## src/rtl/serial_tx_shifter.sv

```systemverilog
// serial_tx_shifter
// Parallel-to-serial front end. Takes WIDTH-bit words over valid/ready and
// drives them out one bit per clock. A one-entry holding register lets the
// next word be queued while the current one shifts, so words stream gapless.
// All serial outputs are decoded from flops only.

module serial_tx_shifter #(
    parameter int unsigned WIDTH     = 8,
    parameter bit          MSB_FIRST = 1'b1,
    parameter bit          IDLE_BIT  = 1'b0
) (
    input  logic             clk,
    input  logic             rst,
    input  logic [WIDTH-1:0] din,
    input  logic             din_valid,
    output logic             din_ready,
    output logic             out,
    output logic             out_valid,
    output logic             word_done
);

    localparam int unsigned CNT_W = (WIDTH > 1) ? $clog2(WIDTH) : 1;
    localparam logic [CNT_W-1:0] LAST_CNT = CNT_W'(WIDTH - 1);

    typedef enum logic {
        IDLE  = 1'b0,
        SHIFT = 1'b1
    } state_t;

    state_t           state_q, state_d;
    logic [WIDTH-1:0] hold_q, hold_d;
    logic             hold_full_q, hold_full_d;
    logic [WIDTH-1:0] sh_q, sh_d;
    logic [CNT_W-1:0] cnt_q, cnt_d;

    logic             accept;
    logic             last_bit;
    logic [WIDTH-1:0] sh_next;

    // Ready only depends on the holding flag and reset, so a reload and an
    // accept can never land on the same edge.
    assign din_ready = !hold_full_q && !rst;
    assign accept    = din_valid && din_ready;
    assign last_bit  = (state_q == SHIFT) && (cnt_q == LAST_CNT);

    // Shift toward whichever end is transmitted.
    assign sh_next = MSB_FIRST ? {sh_q[WIDTH-2:0], 1'b0}
                               : {1'b0, sh_q[WIDTH-1:1]};

    // Serial outputs come straight from state, shifter and counter flops.
    assign out_valid = (state_q == SHIFT);
    assign word_done = last_bit;
    assign out       = (state_q == SHIFT) ? (MSB_FIRST ? sh_q[WIDTH-1] : sh_q[0])
                                          : IDLE_BIT;

    // State register; reset discards any partial and any pending word.
    always_ff @(posedge clk) begin
        if (rst) begin
            state_q     <= IDLE;
            hold_q      <= '0;
            hold_full_q <= 1'b0;
            sh_q        <= '0;
            cnt_q       <= '0;
        end else begin
            state_q     <= state_d;
            hold_q      <= hold_d;
            hold_full_q <= hold_full_d;
            sh_q        <= sh_d;
            cnt_q       <= cnt_d;
        end
    end

    // Next-state: load/reload from the holding register, shift, and accept.
    always_comb begin
        state_d     = state_q;
        hold_d      = hold_q;
        hold_full_d = hold_full_q;
        sh_d        = sh_q;
        cnt_d       = cnt_q;

        case (state_q)
            IDLE: begin
                if (hold_full_q) begin
                    sh_d        = hold_q;
                    hold_full_d = 1'b0;
                    cnt_d       = '0;
                    state_d     = SHIFT;
                end
            end
            SHIFT: begin
                if (cnt_q == LAST_CNT) begin
                    cnt_d = '0;
                    if (hold_full_q) begin
                        // Gapless hand-off: next word starts on the very next bit.
                        sh_d        = hold_q;
                        hold_full_d = 1'b0;
                    end else begin
                        sh_d    = sh_next;
                        state_d = IDLE;
                    end
                end else begin
                    sh_d  = sh_next;
                    cnt_d = cnt_q + 1'b1;
                end
            end
            default: begin
                state_d = IDLE;
            end
        endcase

        // hold_full is 0 whenever accept is possible, so this never
        // overrides a load/reload decided above.
        if (accept) begin
            hold_d      = din;
            hold_full_d = 1'b1;
        end
    end

endmodule

```

## config.mk

```make
export PLATFORM = sky130hd
export DESIGN_NAME = serial_tx_shifter
export DESIGN_NICKNAME = d
export VERILOG_FILES = /design/src/rtl/serial_tx_shifter.sv
export SDC_FILE = /design/constraint.sdc
export NUM_CORES = 1
export LEC_CHECK = 0
export BUFFER_PORTS_ARGS = -buffer_cell sky130_fd_sc_hd__buf_2
export CORE_MARGIN = 8
export CORE_UTILIZATION = 45
export DETAILED_ROUTE_END_ITERATION = 8
export MAX_ROUTING_LAYER = met4
export PLACE_DENSITY_LB_ADDON = 0.2
export SKIP_LAST_GASP = 1
export SLEW_MARGIN = 40
export SYNTH_ARGS = -nofsm -noshare
export SYNTH_HDL_FRONTEND = slang
export SYNTH_SLANG_ARGS = --single-unit
```

## constraint.sdc

```tcl
create_clock -name clk -period 2.65 [get_ports clk]
set_clock_uncertainty 0.2 [all_clocks]
set_input_delay 0.53 -clock clk [delete_from_list [all_inputs] [get_ports clk]]
set_output_delay 0.53 -clock clk [all_outputs]
set_load 0.05 [all_outputs]
```

==> impl_metrics.tcl <==
set metrics [dict create \
    outcome "finished, final reports clean" \
    clkLatencyLatePin_ps 300 \
    clock_tree_from_tritoncts "done" \
    clk_pin_slew_worst_paths_ps 120 \
    routedWlPerCell_um 11.4 \
    intPower_mw 0.428 \
    leftover_overflow_at_the_end_of_global_routing 0 \
    timing_max_transition_violations_final 0 \
    core_region_area_um2 1920 \
    number_of_global_route_vias_before_repair 621 \
    cts.sink_count 21 \
    synth_largest_area_cell "sky130_fd_sc_hd__dfxtp_1" \
    final_ws_setup_ps 497 \
    final-hold-violation-count 0 \
    most_common_library_cell_in_the_layout_ignoring_fill_and_taps "sky130_fd_sc_hd__dfxtp_1" \
    finish.cell_count_without_fillers 138 \
    numCtsBuffers 3 \
    vias_per_cell 4.70 \
    critical_path.endpoint_type "output port" \
    final.setup.tns_ps 0 \
    synthesis.instances 102 \
    postSynthRegisterBits 21 \
    leakage_nw 0.403 \
    period_needed_ps 2150 \
    worstPathRequired_ps 1920 \
    dieArea_um2 3680 \
    effective_utilization_at_floorplan 0.467 \
    critical_path_class "reg -> out" \
    switching_share 0.272 \
    worst_ir_drop_vdd_uv 372 \
    netlist-cell-type-count 19 \
    cts_max_path_buffers 2 \
    part_of_the_power_in_registers 0.601 \
    place.detailed.instances 134 \
    grt_setup_unrepaired "no" \
    post-synth-top-area-fraction 0.469 \
    clock-root-buffer "sky130_fd_sc_hd__clkbuf_4" \
    placement_rows 16 \
    drt_iter0_drcs 6 \
    ctsHtreeMaxLevel 1 \
    yosysWarnings 0 \
    yosysSeqAreaShare 0.469 \
    ant_nets 0 \
    worstPathMaxFanout 3 \
    power_per_cell_area_nw_per_um2 602 \
    dr.pass1.iters 6 \
    globalRouteTotalUtil 0.0961 \
    post_synth_net_total 116 \
    die_height_um 60.7 \
    share_comb_of_total_power 0.144 \
    setup_viol 0 \
    cts-hold-fix-buffers 0 \
    io_buffer_count 14 \
    num_io_pins 15 \
    antenna-diode-count 0 \
    first_pass_grt_wire_length_um 2590 \
    hold_class "in -> reg" \
    max_slew.worst_pin.slew_ps 626 \
    routed-via-count 649 \
    post-route-period-util 0.813 \
    syn-mean-instance-area_um2 8.80 \
    gp_congestion 0.753 \
    most-common-layout-cells "sky130_fd_sc_hd__dfxtp_1 (21), sky130_fd_sc_hd__nor2_1 (16), sky130_fd_sc_hd__nand2_1 (16), sky130_fd_sc_hd__buf_2 (14), sky130_fd_sc_hd__a21oi_1 (11)" \
    post-layout-total-power_mw 0.588 \
    dpl_worst_slack_ps 741 \
    p_clk_frac 0.255 \
    grt_max_degree 23 \
    fin_worst_hold_slack_ps 250 \
    slew-limit-headroom 0.581 \
    number_of_antenna_violations_at_the_first_check_in_global_routing 0 \
    drc 0 \
    max_cap_viol_count 0 \
    num-fill-cells 203 \
    detail_route.wirelength_um 1570 \
    worst_ep_arrival_time_ps 1420 \
    cts_post_setup_buffers_inserted 0 \
    mappedNetlistArea_um2 897 \
    ys_top_cells_by_area "sky130_fd_sc_hd__dfxtp_1 (47%), sky130_fd_sc_hd__mux2i_1 (7.8%), sky130_fd_sc_hd__nand2_1 (6.7%)" \
    layout-area-overhead-vs-synth_pct 8.93 \
    layout-drive-gt1-share 0.180 \
    timing.critical_path.from_type "flop" \
    achievable-frequency_mhz 464 \
    num-nets-final 126 \
    fp.dieW_um 60.7 \
    power_switching_mw 0.160 \
    cts_repair_resize_count 0 \
    half_perimeter_wire_length_of_the_detailed_placement_result_um 1080 \
]
==> layout make-up <==
class | instances | area (µm²) | area share
clock inverters | 1 | 5.00 | 0.00512
flip-flops and latches | 21 | 420 | 0.430
multi-input cells | 72 | 425 | 0.435
repair buffers | 14 | 70.1 | 0.0717
clock buffers | 3 | 22.5 | 0.0230
well taps | 27 | 33.8 | 0.0346
==> power groups by stage <==
stage | clock network, mW | logic, mW | registers [mW]
final | 0.150 | 0.0845 | 0.354
after global routing | 0.175 | 0.0944 | 0.358
after CTS | 0.160 | 0.0866 | 0.354
after detailed placement | 0 | 0.0864 | 0.361
after global placement | 0 | 0.0846 | 0.360
after floorplan | 0 | 0.0739 | 0.358
==> kinds of logic after synthesis <==
| group | Yosys count | share of synthesized area |
|---|---|---|
| fa+ha+maj | 3 | 0.0418 |
| mux | 8 | 0.0907 |
| simple gates | 41 | 0.199 |
| flops | 21 | 0.469 |
| compound gates | 20 | 0.142 |
| buf+inv | 9 | 0.0572 |
==> cells in the mapped netlist <==
master / count
sky130_fd_sc_hd__or2_1: 1
sky130_fd_sc_hd__nor2_1: 16
sky130_fd_sc_hd__mux2_2: 1
sky130_fd_sc_hd__a32oi_1: 1
sky130_fd_sc_hd__nor2b_1: 2
sky130_fd_sc_hd__a211oi_1: 7
sky130_fd_sc_hd__mux2i_1: 7
sky130_fd_sc_hd__nor3b_1: 2
sky130_fd_sc_hd__ha_1: 3
sky130_fd_sc_hd__a21boi_2: 1
sky130_fd_sc_hd__and2_1: 2
sky130_fd_sc_hd__clkbuf_1: 4
sky130_fd_sc_hd__buf_6: 2
sky130_fd_sc_hd__nand2b_1: 2
sky130_fd_sc_hd__nand2_1: 16
sky130_fd_sc_hd__buf_2: 2
sky130_fd_sc_hd__a21oi_1: 11
sky130_fd_sc_hd__dfxtp_1: 21
sky130_fd_sc_hd__buf_1: 1
==> per-layer routing <==
metal  up-vias  share of wire  GRT usage  wire length (µm)
met5         -              0          -                 0
met4         0         0.0083     0.0299                13
met3         2          0.052     0.0403                82
met2        12           0.45      0.160               710
met1       276           0.49      0.101               762
li1        359              -          -                 -
==> path summary, 6_finish.rpt <==
kind	startpoint	slack [ps]	cells past startpoint	to
setup / recovery	cnt_q[0]$_SDFFE_PP0P_	500	4	word_done
hold / removal	din[6]	250	3	hold_q[6]$_SDFFE_PP0P_
setup reg to reg	cnt_q[0]$_SDFFE_PP0P_	770	5	sh_q[5]$_SDFFE_PP0P_
hold reg to reg	hold_q[2]$_SDFFE_PP0P_	260	2	hold_q[2]$_SDFFE_PP0P_
==> registers in the layout (all words and copies together), names as in the netlist <==
signal and cells:
hold_full_q 1, hold_q 8, out_valid 1, cnt_q 3, sh_q 8
==> worst max-delay path: stages (launching register included) <==
cell                      delay [ps]
sky130_fd_sc_hd__dfxtp_1         340
sky130_fd_sc_hd__ha_1            210
sky130_fd_sc_hd__ha_1            220
sky130_fd_sc_hd__and2_1          160
sky130_fd_sc_hd__buf_2           200
==> per-stage QoR <==
stage / util / area [µm²]
floorplan: - / 897
global placement: 0.494 / 950
detailed placement: 0.494 / 950
CTS: 0.508 / 977
global route: 0.508 / 977
finish: 0.508 / 977
Note: power is estimated with default switching activity, not from simulation.
